===== src/rtl/color_arbiter.sv =====
// -----------------------------------------------------------------------------
// color_arbiter
//
// Per-pixel layer scheduler feeding color_mapper. Picks the highest-priority
// opaque sprite layer (layer 0 wins), looks its index up in a writable
// RGB888 palette (or passes the background colour when no layer is opaque),
// then applies a frame-stepped screen fade. Three-stage pipeline, no stall:
//   stage 1 : priority select       -> idx / sel_bg / bg / valid
//   stage 2 : palette or background -> unfaded colour (0 when not valid)
//   stage 3 : fade scaling          -> color_data / color_valid
//
// Ports
//   Clk          pixel clock
//   Reset        asynchronous, active-high reset
//   pixel_valid  beam is in the active display area
//   frame_start  one-cycle pulse per frame; the only event that steps a fade
//   layer_hit    per-layer coverage of the current pixel
//   layer_idx    per-layer palette index, layer i at [i*IDX_W +: IDX_W]
//   bg_color     background / starfield colour
//   pal_we       palette write enable
//   pal_waddr    palette write address
//   pal_wdata    palette write data (RGB888)
//   fade_req     one-cycle request to start a fade-out (IDLE) or fade-in (BLACK)
//   color_data   faded RGB888 output, 3 cycles after the inputs
//   color_valid  pixel_valid delayed by 3 cycles
//   fade_busy    fade FSM is not IDLE
//   collide      layer 0 overlapped another opaque layer on a valid pixel
//
// Build option
//   COLOR_ARB_COLLIDE_EN : when defined, the collision flag is computed and
//   pipelined alongside color_data; otherwise collide is tied low.
// -----------------------------------------------------------------------------
module color_arbiter #(
  parameter int NUM_LAYERS = 4,
  parameter int IDX_W      = 4
) (
  input  logic                        Clk,
  input  logic                        Reset,
  input  logic                        pixel_valid,
  input  logic                        frame_start,
  input  logic [NUM_LAYERS-1:0]       layer_hit,
  input  logic [NUM_LAYERS*IDX_W-1:0] layer_idx,
  input  logic [23:0]                 bg_color,
  input  logic                        pal_we,
  input  logic [IDX_W-1:0]            pal_waddr,
  input  logic [23:0]                 pal_wdata,
  input  logic                        fade_req,
  output logic [23:0]                 color_data,
  output logic                        color_valid,
  output logic                        fade_busy,
  output logic                        collide
);

  localparam int DEPTH = 1 << IDX_W;

  typedef enum logic [1:0] {
    S_IDLE     = 2'd0,
    S_FADE_OUT = 2'd1,
    S_BLACK    = 2'd2,
    S_FADE_IN  = 2'd3
  } state_t;

  // (c * level) >> 3 for one 8-bit channel; level 8 is unity gain.
  function automatic logic [7:0] scale_ch(input logic [7:0] c, input logic [3:0] lvl);
    logic [11:0] prod;
    prod = {4'b0000, c} * {8'b0000_0000, lvl};
    return 8'(prod >> 3);
  endfunction

  // ---------------------------------------------------------------------------
  // Stage 1: priority select
  // ---------------------------------------------------------------------------
  logic [NUM_LAYERS-1:0] opaque_s;
  logic [IDX_W-1:0]      win_idx_s;
  logic                  win_bg_s;

  logic [IDX_W-1:0] s1_idx_q;
  logic             s1_sel_bg_q;
  logic [23:0]      s1_bg_q;
  logic             s1_valid_q;

  // Index 0 is transparent; scan from the lowest priority upward so the
  // lowest-numbered opaque layer is the one left standing.
  always_comb begin
    opaque_s  = '0;
    win_idx_s = '0;
    win_bg_s  = 1'b1;
    for (int i = NUM_LAYERS - 1; i >= 0; i--) begin
      opaque_s[i] = layer_hit[i] && (layer_idx[i*IDX_W +: IDX_W] != '0);
      win_idx_s   = opaque_s[i] ? layer_idx[i*IDX_W +: IDX_W] : win_idx_s;
      win_bg_s    = opaque_s[i] ? 1'b0 : win_bg_s;
    end
  end

  // ---------------------------------------------------------------------------
  // Palette: write lands at the clock edge, so a stage-2 read in the same
  // cycle still sees the previous contents.
  // ---------------------------------------------------------------------------
  logic [23:0] pal_q [DEPTH];

  always_ff @(posedge Clk or posedge Reset) begin
    if (Reset) begin
      for (int i = 0; i < DEPTH; i++) pal_q[i] <= 24'h000000;
    end else if (pal_we) begin
      pal_q[pal_waddr] <= pal_wdata;
    end
  end

  // ---------------------------------------------------------------------------
  // Stage 2 / stage 3 datapath
  // ---------------------------------------------------------------------------
  logic [23:0] s2_color_d, s2_color_q;
  logic        s2_valid_q;
  logic [23:0] color_d, color_q;
  logic        color_valid_q;
  logic [3:0]  level_q, level_d;

  always_comb begin
    if (!s1_valid_q) begin
      s2_color_d = 24'h000000;
    end else if (s1_sel_bg_q) begin
      s2_color_d = s1_bg_q;
    end else begin
      s2_color_d = pal_q[s1_idx_q];
    end
    color_d = {scale_ch(s2_color_q[23:16], level_q),
               scale_ch(s2_color_q[15:8],  level_q),
               scale_ch(s2_color_q[7:0],   level_q)};
  end

  always_ff @(posedge Clk or posedge Reset) begin
    if (Reset) begin
      s1_idx_q      <= '0;
      s1_sel_bg_q   <= 1'b0;
      s1_bg_q       <= 24'h000000;
      s1_valid_q    <= 1'b0;
      s2_color_q    <= 24'h000000;
      s2_valid_q    <= 1'b0;
      color_q       <= 24'h000000;
      color_valid_q <= 1'b0;
    end else begin
      s1_idx_q      <= win_idx_s;
      s1_sel_bg_q   <= win_bg_s;
      s1_bg_q       <= bg_color;
      s1_valid_q    <= pixel_valid;
      s2_color_q    <= s2_color_d;
      s2_valid_q    <= s1_valid_q;
      color_q       <= color_d;
      color_valid_q <= s2_valid_q;
    end
  end

  assign color_data  = color_q;
  assign color_valid = color_valid_q;

  // ---------------------------------------------------------------------------
  // Fade FSM (state register / next state / outputs)
  // ---------------------------------------------------------------------------
  state_t state_q, state_d;
  logic   fade_busy_q, fade_busy_d;

  always_ff @(posedge Clk or posedge Reset) begin
    if (Reset) begin
      state_q     <= S_IDLE;
      level_q     <= 4'd8;
      fade_busy_q <= 1'b0;
    end else begin
      state_q     <= state_d;
      level_q     <= level_d;
      fade_busy_q <= fade_busy_d;
    end
  end

  // A fade_req coinciding with frame_start in IDLE only arms FADE_OUT; the
  // first step waits for the next frame_start.
  always_comb begin
    state_d = state_q;
    level_d = level_q;
    case (state_q)
      S_IDLE: begin
        level_d = 4'd8;
        state_d = fade_req ? S_FADE_OUT : S_IDLE;
      end
      S_FADE_OUT: begin
        if (frame_start) begin
          level_d = level_q - 4'd1;
          state_d = (level_q == 4'd1) ? S_BLACK : S_FADE_OUT;
        end else begin
          state_d = S_FADE_OUT;
        end
      end
      S_BLACK: begin
        level_d = 4'd0;
        state_d = fade_req ? S_FADE_IN : S_BLACK;
      end
      S_FADE_IN: begin
        if (frame_start) begin
          level_d = level_q + 4'd1;
          state_d = (level_q == 4'd7) ? S_IDLE : S_FADE_IN;
        end else begin
          state_d = S_FADE_IN;
        end
      end
      default: begin
        state_d = S_IDLE;
        level_d = 4'd8;
      end
    endcase
  end

  // fade_busy is registered from the next state so it tracks state_q exactly.
  always_comb begin
    fade_busy_d = (state_d != S_IDLE);
  end

  assign fade_busy = fade_busy_q;

  // ---------------------------------------------------------------------------
  // Collision flag
  // ---------------------------------------------------------------------------
`ifdef COLOR_ARB_COLLIDE_EN
  logic coll_s;
  logic s1_coll_q, s2_coll_q, collide_q;

  always_comb begin
    coll_s = pixel_valid && opaque_s[0] && (|opaque_s[NUM_LAYERS-1:1]);
  end

  // Delay the flag through the same three stages as the colour.
  always_ff @(posedge Clk or posedge Reset) begin
    if (Reset) begin
      s1_coll_q <= 1'b0;
      s2_coll_q <= 1'b0;
      collide_q <= 1'b0;
    end else begin
      s1_coll_q <= coll_s;
      s2_coll_q <= s1_coll_q;
      collide_q <= s2_coll_q;
    end
  end

  assign collide = collide_q;
`else
  assign collide = 1'b0;
`endif

endmodule


===== config.mk =====
export PLATFORM = sky130hd
export DESIGN_NAME = color_arbiter
export DESIGN_NICKNAME = d
export VERILOG_FILES = /design/src/rtl/color_arbiter.sv
export SDC_FILE = /design/constraint.sdc
export NUM_CORES = 1
export LEC_CHECK = 0
export BUFFER_PORTS_ARGS = -buffer_cell sky130_fd_sc_hd__buf_2
export CAP_MARGIN = 20
export CORE_MARGIN = 10
export CORE_UTILIZATION = 62
export DETAILED_ROUTE_END_ITERATION = 8
export PLACE_DENSITY = 0.86
export SLEW_MARGIN = 40
export SYNTH_ARGS = -nofsm -noshare
export SYNTH_HDL_FRONTEND = slang
export SYNTH_SLANG_ARGS = --single-unit

===== constraint.sdc =====
create_clock -name Clk -period 19 [get_ports Clk]
set_clock_uncertainty 0.2 [all_clocks]
set_input_delay 3.8 -clock Clk [delete_from_list [all_inputs] [get_ports Clk]]
set_output_delay 3.8 -clock Clk [all_outputs]
set_load 0.01 [all_outputs]

# ---- Word level (Yosys, flattened, before mapping)
# Cells that the tools add are included.
dict set report totals {
  register_bits 471
  latch_bits 0
  ramBits 0
  romBits 0
  elab_cells 82
  memories 0
}
dict set report classes {
  n_addsub 2
  multipliers 3
  div_mod_pow 0
  n_lt_le_gt_ge 3
  eq_ne 7
  n_shift 0
  muxes 26
  bitwise 2
  n_reduce_logical 12
}
# op count
set ops {}
lappend ops {{bitwise mux 384 bit} 1}
lappend ops {{2-to-1 mux 24 bit} 5}
lappend ops {{binary-select mux 24 bit (select 4 bit)} 1}
lappend ops {{demux 24 bit (select 4 bit)} 1}
lappend ops {{multiplier 8 x 4 -> 11 bit} 3}
lappend ops {{2-to-1 mux 4 bit} 6}
lappend ops {{one-hot mux 4 bit (4 select lines)} 1}
lappend ops {{nonzero test 4 bit} 4}
lappend ops {{>= comparator 5 bit (second input constant)} 2}
lappend ops {{inverter 4 -> 5 bit} 2}
lappend ops {{2-to-1 mux 2 bit} 4}
lappend ops {{one-hot mux 2 bit (4 select lines)} 1}
lappend ops {{2-to-1 mux 1 bit} 6}
lappend ops {{logical AND 1 bit} 5}
lappend ops {{< comparator 5 x 1 -> 1 bit (second input constant)} 1}
lappend ops {{adder 4 x 1 -> 4 bit (second input constant)} 1}
lappend ops {{equality test 2 bit (second input constant)} 2}
lappend ops {{equality test 4 x 1 -> 1 bit (second input constant)} 1}
lappend ops {{equality test 4 x 3 -> 1 bit (second input constant)} 1}
lappend ops {{inequality test 2 bit (second input constant)} 2}
lappend ops {{subtractor 4 x 1 -> 4 bit (second input constant)} 1}
lappend ops {{equality test 2 x 1 -> 1 bit (second input constant)} 1}
lappend ops {{zero test 2 bit} 1}
lappend ops {{AND reduction 2 bit} 1}
lappend ops {{nonzero test 2 bit} 1}

# ---- Depth between registers and ports, before layout
# Gate-level depths: netlist of run 1.
dict set report depth {
  ltp_word 6
  mapped_depth 13
}

# ---- Least setup slack after synthesis of run 1
# No wires, ideal clock.
dict set report synth_timing {
  kind {in2reg}
  start {input port pal_waddr[0]}
  end {register pal_q[72] (netlist bit)}
  setup_time_ns 0.125
  t_arrival_ns 4.846
  slack_ns 13.830
  path_stages 5
  cell_sequence {nor3b_2 and3_1 buf_4 buf_4 mux2_2}
}
dict set report synth_between {
  elab_chain_cells 6
  elab_cells_between_ends 7
}
# element line
set synth_rtl {}
lappend synth_rtl {{from (decl)} 45} ;# input logic [IDX_W-1:0] pal_waddr,
lappend synth_rtl {{inverter 4 -> 5 bit (implied by the code) *} 105} ;# pal_q[pal_waddr] <= pal_wdata;
lappend synth_rtl {{>= comparator 5 bit (implied by the code) or < comparator 5 x 1 -> 1 bit (tied branches)} 105}
lappend synth_rtl {{logical AND 1 bit (implied by the code)} 105}
lappend synth_rtl {{2-to-1 mux 24 bit (implied by the code)} 105}
lappend synth_rtl {{demux 24 bit (select 4 bit) *} 105}
lappend synth_rtl {{bitwise mux 384 bit *} 105}
lappend synth_rtl {{to (signal, indexed assignment)} 105}
lappend synth_rtl {{to (decl)} 99} ;# logic [23:0] pal_q [DEPTH];
# Mark *: on every way between the ends. The rest lies on a longest branch, timed or not.
# A chain may end at the register's enable or synchronous reset.

==> flow_metrics.tcl, run 1 <==
set metrics [dict create \
    grtUsageMet3_pct 6.33 \
    irDropWorstVdd_uv 96.2 \
    clkLatencyLatePin_ns 0.60 \
    synthesis.area_sq_um 23100 \
    synth.distinct_cells 56 \
    fin_crit_sh_pct 27.1 \
    power_density_nw_per_um2 120 \
    crit_path_start_kind "input pin" \
    cts_root_buf "clkbuf_16" \
    hold_path_class "reg -> reg" \
    drt-wirelength-per-cell_um 22.7 \
    wl_um 54900 \
    power_leakage_nw 11.9 \
    ant_nets 0 \
    setup.worst_path.start "Reset" \
    yosysSeqAreaShare_pct 51.0 \
    die_area_sq_um 45400 \
    die_h_um 213 \
    htreeDepth 2 \
    finalHoldViolCount 0 \
    synth_warnings 0 \
    setup_viol 0 \
    cts_tree "yes" \
    period_minus_slack_ns 5.15 \
    syn_inst 1856 \
    boundaryPins 105 \
    io_buffers 103 \
    status "complete, no violations" \
    antenna_found_initial 10 \
    yosys.area.top_type "dfrtp_1" \
    cts_inserted_buffers 48 \
    gp_congestion 0.831 \
    syn_to_final_growth_pct 11.1 \
    fin_tns_setup_ns 0 \
    ys_async_sr_fraction_pct 100 \
    synth_nets 2009 \
    synth_flop_cell "dfrtp_1" \
    synth-edff-count 0 \
    maxCapViolations 0 \
    synth_area_per_cell_sq_um 12.4 \
    maxSlewViolCount 0 \
    drt_iter0_drc 1320 \
    yosys-top-cells-area "dfrtp_1 51%, mux2_2 18%, mux2i_1 7.3%" \
    grt_setup_unrepaired "false" \
    cts_buffer_depth 3 \
    initial_core_util_pct 62.9 \
    slew_headroom_pct 45.2 \
    crit_arrival_ns 5.60 \
    vias 14800 \
    grt_max_degree 135 \
    grt_overflow 0 \
    drc 0 \
    instances_no_fill 2421 \
    firstDrtPassIters 5 \
    met1_usage_pct 30.3 \
    dieWidth_um 213 \
    cp-end-kind "asynchronous set/reset pin" \
    ctsHoldBuffers 0 \
    placedCellCount 2330 \
    path_clk_slew_ns 0.06 \
    crit_type "in -> async" \
    hpwl_um 34000 \
    hold_start "s2_valid_q" \
    core-area_sq_um 36700 \
    grt_use_met2_pct 40.5 \
    num_rows 70 \
    grt.busiest_layer "met2" \
    postCtsSetupRepairBufs 0 \
    grt_use_total_pct 24.4 \
    post-route-util_pct 69.9 \
    worstMarginPinSlew_ns 0.819 \
    ys_ff_latch 471 \
    nets 2066 \
    cts.sink_count 471 \
    viasPerCell 6.11 \
    cp_max_fo 134 \
    critical_path_required_ns 19.45 \
    grt_pass1_vias 15800 \
    r2r_start "level_q[1]" \
    cts_resized 0 \
    grt_pass1_wl_um 85600 \
    max_freq_mhz 194 \
    drive_above_1_share_pct 31.5 \
    synth_top_area_share_pct 50.9 \
]
## metrics by stage
| stage | total power, mW | hold slack (ns) | cell area, sq um | setup slack, ns |
|---|---|---|---|---|
| CTS | 3.09 | 0.167 | 25600 | 13.74 |
| global placement | 1.97 | 0.135 | 23800 | 12.34 |
| finish | 3.08 | 0.172 | 25700 | 13.85 |
| detailed placement | 2.03 | 0.144 | 23900 | 13.13 |
| global route | 3.22 | 0.167 | 25700 | 13.54 |
| floorplan | 1.85 | 0.131 | 23100 | 1.86 |
## cells by family (layout without fill, tap and decap cells)
| group | count (synthesis) | in the layout | synth area share, % |
|---|---|---|---|
| fa+ha+maj | 75 | 75 | 5.23 |
| other cells | 1 | 2 | 0.0162 |
| mux | 554 | 554 | 26.1 |
| compound gates | 183 | 183 | 4.95 |
| flops | 471 | 471 | 51.0 |
| buf+inv | 202 | 298 | 4.15 |
| xor+xnor | 29 | 29 | 1.10 |
| simple gates | 341 | 341 | 7.42 |
## synthesized netlist by cell type (all sizes together) (5+ instances only)
master,number
nand2,121
ha,39
mux2i,169
xnor2,23
nand3,83
a211oi,25
a31oi,5
nor2,21
buf,67
a22oi,24
o21ai,11
clkbuf,64
a21oi,93
a21o,5
inv,71
nor2b,27
and2,63
xor2,6
fa,36
dfrtp,470
mux2,385
nand2b,7
## critical path, stage by stage
cell	delay (ns)
buf_2	0.14
inv_12	0.42
buf_12	0.44
buf_6	0.63
## power breakdown
| group | internal [mW] | total (mW) | switching [mW] | leakage (nW) |
|---|---|---|---|---|
| Combinational | 0.324 | 0.642 | 0.317 | 5.27 |
| Clock | 0.641 | 1.05 | 0.407 | 0.862 |
| Sequential | 1.23 | 1.39 | 0.157 | 5.78 |
| Total | 2.20 | 3.08 | 0.881 | 11.9 |
## cell type report
class,instances,area [sq um]
Sequential cell,471,11800
Tap cell,468,586
Fill cell,2387,11000
Clock buffer,65,1360
Timing Repair Buffer,138,860
Antenna cell,1,2.50
Inverter,71,279
Clock inverter,24,415
Multi-Input combinational cell,1183,10400
## placed cells by master, fill, tap and decap left out, drive strengths merged, types with 23 or more instances in the layout
cell / n
fa: 36
nand3: 83
and2: 63
ha: 39
a22oi: 24
a211oi: 25
nand2: 121
buf: 138
nor2b: 27
dfrtp: 470
mux2: 385
a21oi: 93
mux2i: 169
xnor2: 23
inv: 74
clkbuf: 65
## final timing paths
| check | slack (ns) | cells past startpoint | end |
|---|---|---|---|
| setup / recovery | 13.85 | 4 | pal_q[31] |
| hold / removal | 0.17 | 0 | color_valid |
| max in group Clk | 13.90 | 1 | color_valid |
| hold reg to reg | 0.17 | 0 | color_valid |
| min in group asynchronous | 3.11 | 2 | color_data[6] |
| setup reg to reg | 15.27 | 11 | color_data[14] |
## state kept, by name, indices dropped and copies added, names as in the netlist, 2 cells and up
register / flops
pal_q: 384
color_data: 24
s1_bg_q: 24
s2_color_q: 24
level_q: 4
s1_idx_q: 4
state_q: 2
## layer usage
metal  up-vias  wire, um
li1       6588         -
met1      7530     22000
met2       501     26800
met3       153      4270
met4        14      1770
met5         -        79
Power figures use the tool's default switching activity.
==> run 2, diff against run 1 <==
--- a/config.mk
+++ b/config.mk
@@ -5,12 +5,13 @@
 export SDC_FILE = /design/constraint.sdc
 export NUM_CORES = 1
 export LEC_CHECK = 0
+export ABC_AREA = 1
 export BUFFER_PORTS_ARGS = -buffer_cell sky130_fd_sc_hd__buf_2
 export CAP_MARGIN = 20
 export CORE_MARGIN = 10
-export CORE_UTILIZATION = 62
+export CORE_UTILIZATION = 56
 export DETAILED_ROUTE_END_ITERATION = 8
-export PLACE_DENSITY = 0.86
+export PLACE_DENSITY = 0.82
 export SLEW_MARGIN = 40
 export SYNTH_ARGS = -nofsm -noshare
 export SYNTH_HDL_FRONTEND = slang
==> constraint.sdc (replaced) <==
create_clock -name Clk -period 4.2 [get_ports Clk]
set_clock_uncertainty 0.2 [all_clocks]
set_input_delay 0.84 -clock Clk [delete_from_list [all_inputs] [get_ports Clk]]
set_output_delay 0.84 -clock Clk [all_outputs]
set_load 0.01 [all_outputs]
==> run 2 against run 1 <==
Against the previous run: synthesized area increased by 0.99%; final area down 0.56%; critical path depth rose by 7; highest routed layer is now met4; sequential power rose to 4.4 times the previous value; via count increased by 33%; first-iteration DRC count grew 98%; non-clock buffer count fell by 3.
==> flow_metrics.tcl, run 2 <==
set metrics [dict create \
    grt_use_total_pct 24.8 \
    finalHoldViolCount 0 \
    yosys-top-cells-area "dfrtp_1 50%, nand2_1 17%, nand3_1 7.4%" \
    critical_path_required_ns 4.50 \
    power_density_nw_per_um2 528 \
    grt_overflow 0 \
    rrSetupSlack_ns 0.63 \
    power_leakage_nw 13.4 \
    synthesis.area_sq_um 23300 \
    cp_max_fo 16 \
    cts_root_buf "clkbuf_16" \
    setup_viol 0 \
    core-area_sq_um 41000 \
    ctsHoldBuffers 0 \
    clkLatencyLatePin_ns 0.61 \
    viasPerCell 5.72 \
    synth_most_common_cell "nand2_1" \
    slew_headroom_pct 45.4 \
    cts_tree "yes" \
    regMostFlops "pal_q" \
    nFillCells 3322 \
    crit_top_cell "fa_1" \
    cp_top_family "adder cells" \
    cts_inserted_buffers 48 \
    p_int_mw 9.11 \
    drive_above_1_share_pct 8.58 \
    worstMarginPinSlew_ns 0.818 \
    irDropWorstVdd_uv 392 \
    num_rows 74 \
    cp-end-kind "register" \
    ys_ff_latch 471 \
    synth.distinct_cells 36 \
    layout_common_cells "1027 x nand2_1, 466 x dfrtp_1, 342 x nand3_1, 287 x o21ai_0, 198 x inv_1" \
    status "complete, no violations" \
    yosysSeqAreaShare_pct 50.5 \
    ant_nets 0 \
    postCtsSetupRepairBufs 0 \
    seqCellArea_sq_um 11800 \
    grt_setup_unrepaired "false" \
    firstDrtPassIters 6 \
    htreeDepth 2 \
    initial_core_util_pct 56.9 \
    grt_max_degree 144 \
    largest_reg_flops 384 \
    p_sw_share_pct 32.4 \
    pwr-share-seq_pct 45.0 \
    die_h_um 224 \
    period_minus_slack_ns 3.57 \
    synthTopCellsByCount "1039 x nand2_1, 470 x dfrtp_1, 345 x nand3_1" \
    cts_resized 0 \
    syn_inst 2897 \
    synth_warnings 0 \
    crit_arrival_ns 3.87 \
    nets 3035 \
    dp_slack_ns 0.696 \
    grt_pass1_wl_um 101000 \
    path_cells "buf_4 > nand2_1 > fa_1 > inv_1 > fa_1 > inv_1 > fa_1 > o21ai_0 > nand3_1 > nand2_1 > xor2_1" \
    fin_crit_sh_pct 84.9 \
    path_clk_slew_ns 0.07 \
    ys_async_sr_fraction_pct 100 \
    drc 0 \
    dieWidth_um 224 \
    drt_iter0_drc 2608 \
    die_area_sq_um 50200 \
    synth_top_area_share_pct 50.4 \
    total_power_mw 13.5 \
    hpwl_um 35900 \
    gp_congestion 0.893 \
    grt_pass1_vias 19300 \
    setup_ws_ns 0.634 \
    clkPwrFrac_pct 32.2 \
    max_stage_delay_ns 0.55 \
    worstPathBufferInverterCount 3 \
    wl_um 62100 \
    crit_path_start_kind "register" \
    synth_flop_cell "dfrtp_1" \
    yosys.area.top_type "dfrtp_1" \
    diodes 0 \
    synth-edff-count 0 \
    vias 19700 \
    power.switching_mw 4.36 \
    hold_path_class "in -> async" \
    multi_input_area_sq_um 9820 \
    io_buffers 103 \
    synth_area_per_cell_sq_um 8.05 \
    syn_to_final_growth_pct 9.43 \
    drt-wirelength-per-cell_um 18.0 \
    cts_buffer_depth 3 \
    antenna_found_initial 0 \
    layout_commonest_cell "nand2_1" \
    crit_type "reg -> reg" \
    maxSlewViolCount 0 \
    slowest_stage "fa_1" \
    synth_nets 3050 \
    maxCapViolations 0 \
    cts.sink_count 471 \
    boundaryPins 105 \
    p_comb_share_pct 22.7 \
    whs_ns 0.0112 \
    max_freq_mhz 280 \
]
[run 2: cell types whose count changed after synthesis, sizes merged, moves of 24 or more]
| cell | previous run | this run |
|---|---|---|
| and2 | 63 | 0 |
| nand2 | 121 | 1040 |
| a22oi | 24 | 0 |
| mux2i | 169 | 0 |
| nor2b | 27 | 0 |
| nand3 | 83 | 345 |
| buf | 67 | 128 |
| o21ai | 11 | 379 |
| a21oi | 93 | 42 |
| inv | 71 | 206 |
| nor2 | 21 | 97 |
| mux2 | 385 | 0 |
| a211oi | 25 | 1 |
[run 2: worst paths after layout]
kind,endpoint,cells past startpoint,from
max,color_data[13],11,level_q[1]
max in group asynchronous,pal_q[308],4,Reset
min in group Clk,s1_bg_q[6],1,bg_color[6]
min,color_data[16],2,Reset
min reg2reg,color_valid,0,s2_valid_q
max reg2reg,color_data[13],11,level_q[1]
[run 2: cells by family (layout without fill, tap and decap cells)]
logic type | Yosys count | in the layout | share of synthesized area [%]
DFF | 471 | 471 | 50.5
xor gates and xnor gates | 25 | 25 | 0.939
other | 1 | 1 | 0.0161
adders and majority gates | 75 | 75 | 5.18
AOI/OAI and AO/OA | 427 | 427 | 9.37
and+or+nand+nor | 1492 | 1492 | 26.1
buffers and inverters | 406 | 423 | 7.84
[run 2: routing by layer]
metal	GRT usage, %	vias to the layer above	share of wire, %
met3	3.91	191	7.8
met4	13.2	0	5.0
met5	0	-	0
li1	-	9170	-
met2	41.3	885	48
met1	30.8	9466	39
[run 2: power by group through the flow]
stage	clock network [mW]	logic [mW]	registers, mW
after floorplan	0	2.28	5.96
after global placement	0	2.87	6.07
after detailed placement	0	3.01	6.11
after CTS	4.37	3.05	6.04
after global routing	4.56	3.52	6.17
final	4.34	3.06	6.07
[run 2: through the flow]
step           area [sq um]   TNS, ns  instances  utilization, %
2_1_floorplan         23300  -1513.92       2897               -
3_3_place_gp          23800         0       3363            58.1
3_5_place_dp          23900         0       3363            58.3
4_1_cts               25500         0       3445            62.2
5_1_grt               25500         0       3446            62.2
6_report              25500         0       3446            62.2
[run 2: area by class of cell]
| class | count | share of cell area, % |
|---|---|---|
| clock buffers | 68 | 5.36 |
| flip-flops and latches | 471 | 46.2 |
| repair buffers | 135 | 3.43 |
| multi-input cells | 2020 | 38.5 |
| clock inverters | 14 | 0.868 |
| inverters | 206 | 3.06 |
| well taps | 532 | 2.61 |
[run 2: worst register-to-register path: cells and delay by family, from the launching register on]
family	cells	cell delay (ns)
buffers and inverters	3	0.39
AO/OA/AOI/OAI	1	0.39
adder cells (fa/ha/maj)	3	1.47
XOR/XNOR	1	0.19
flip-flops	1	0.51
AND/OR/NAND/NOR	3	0.34
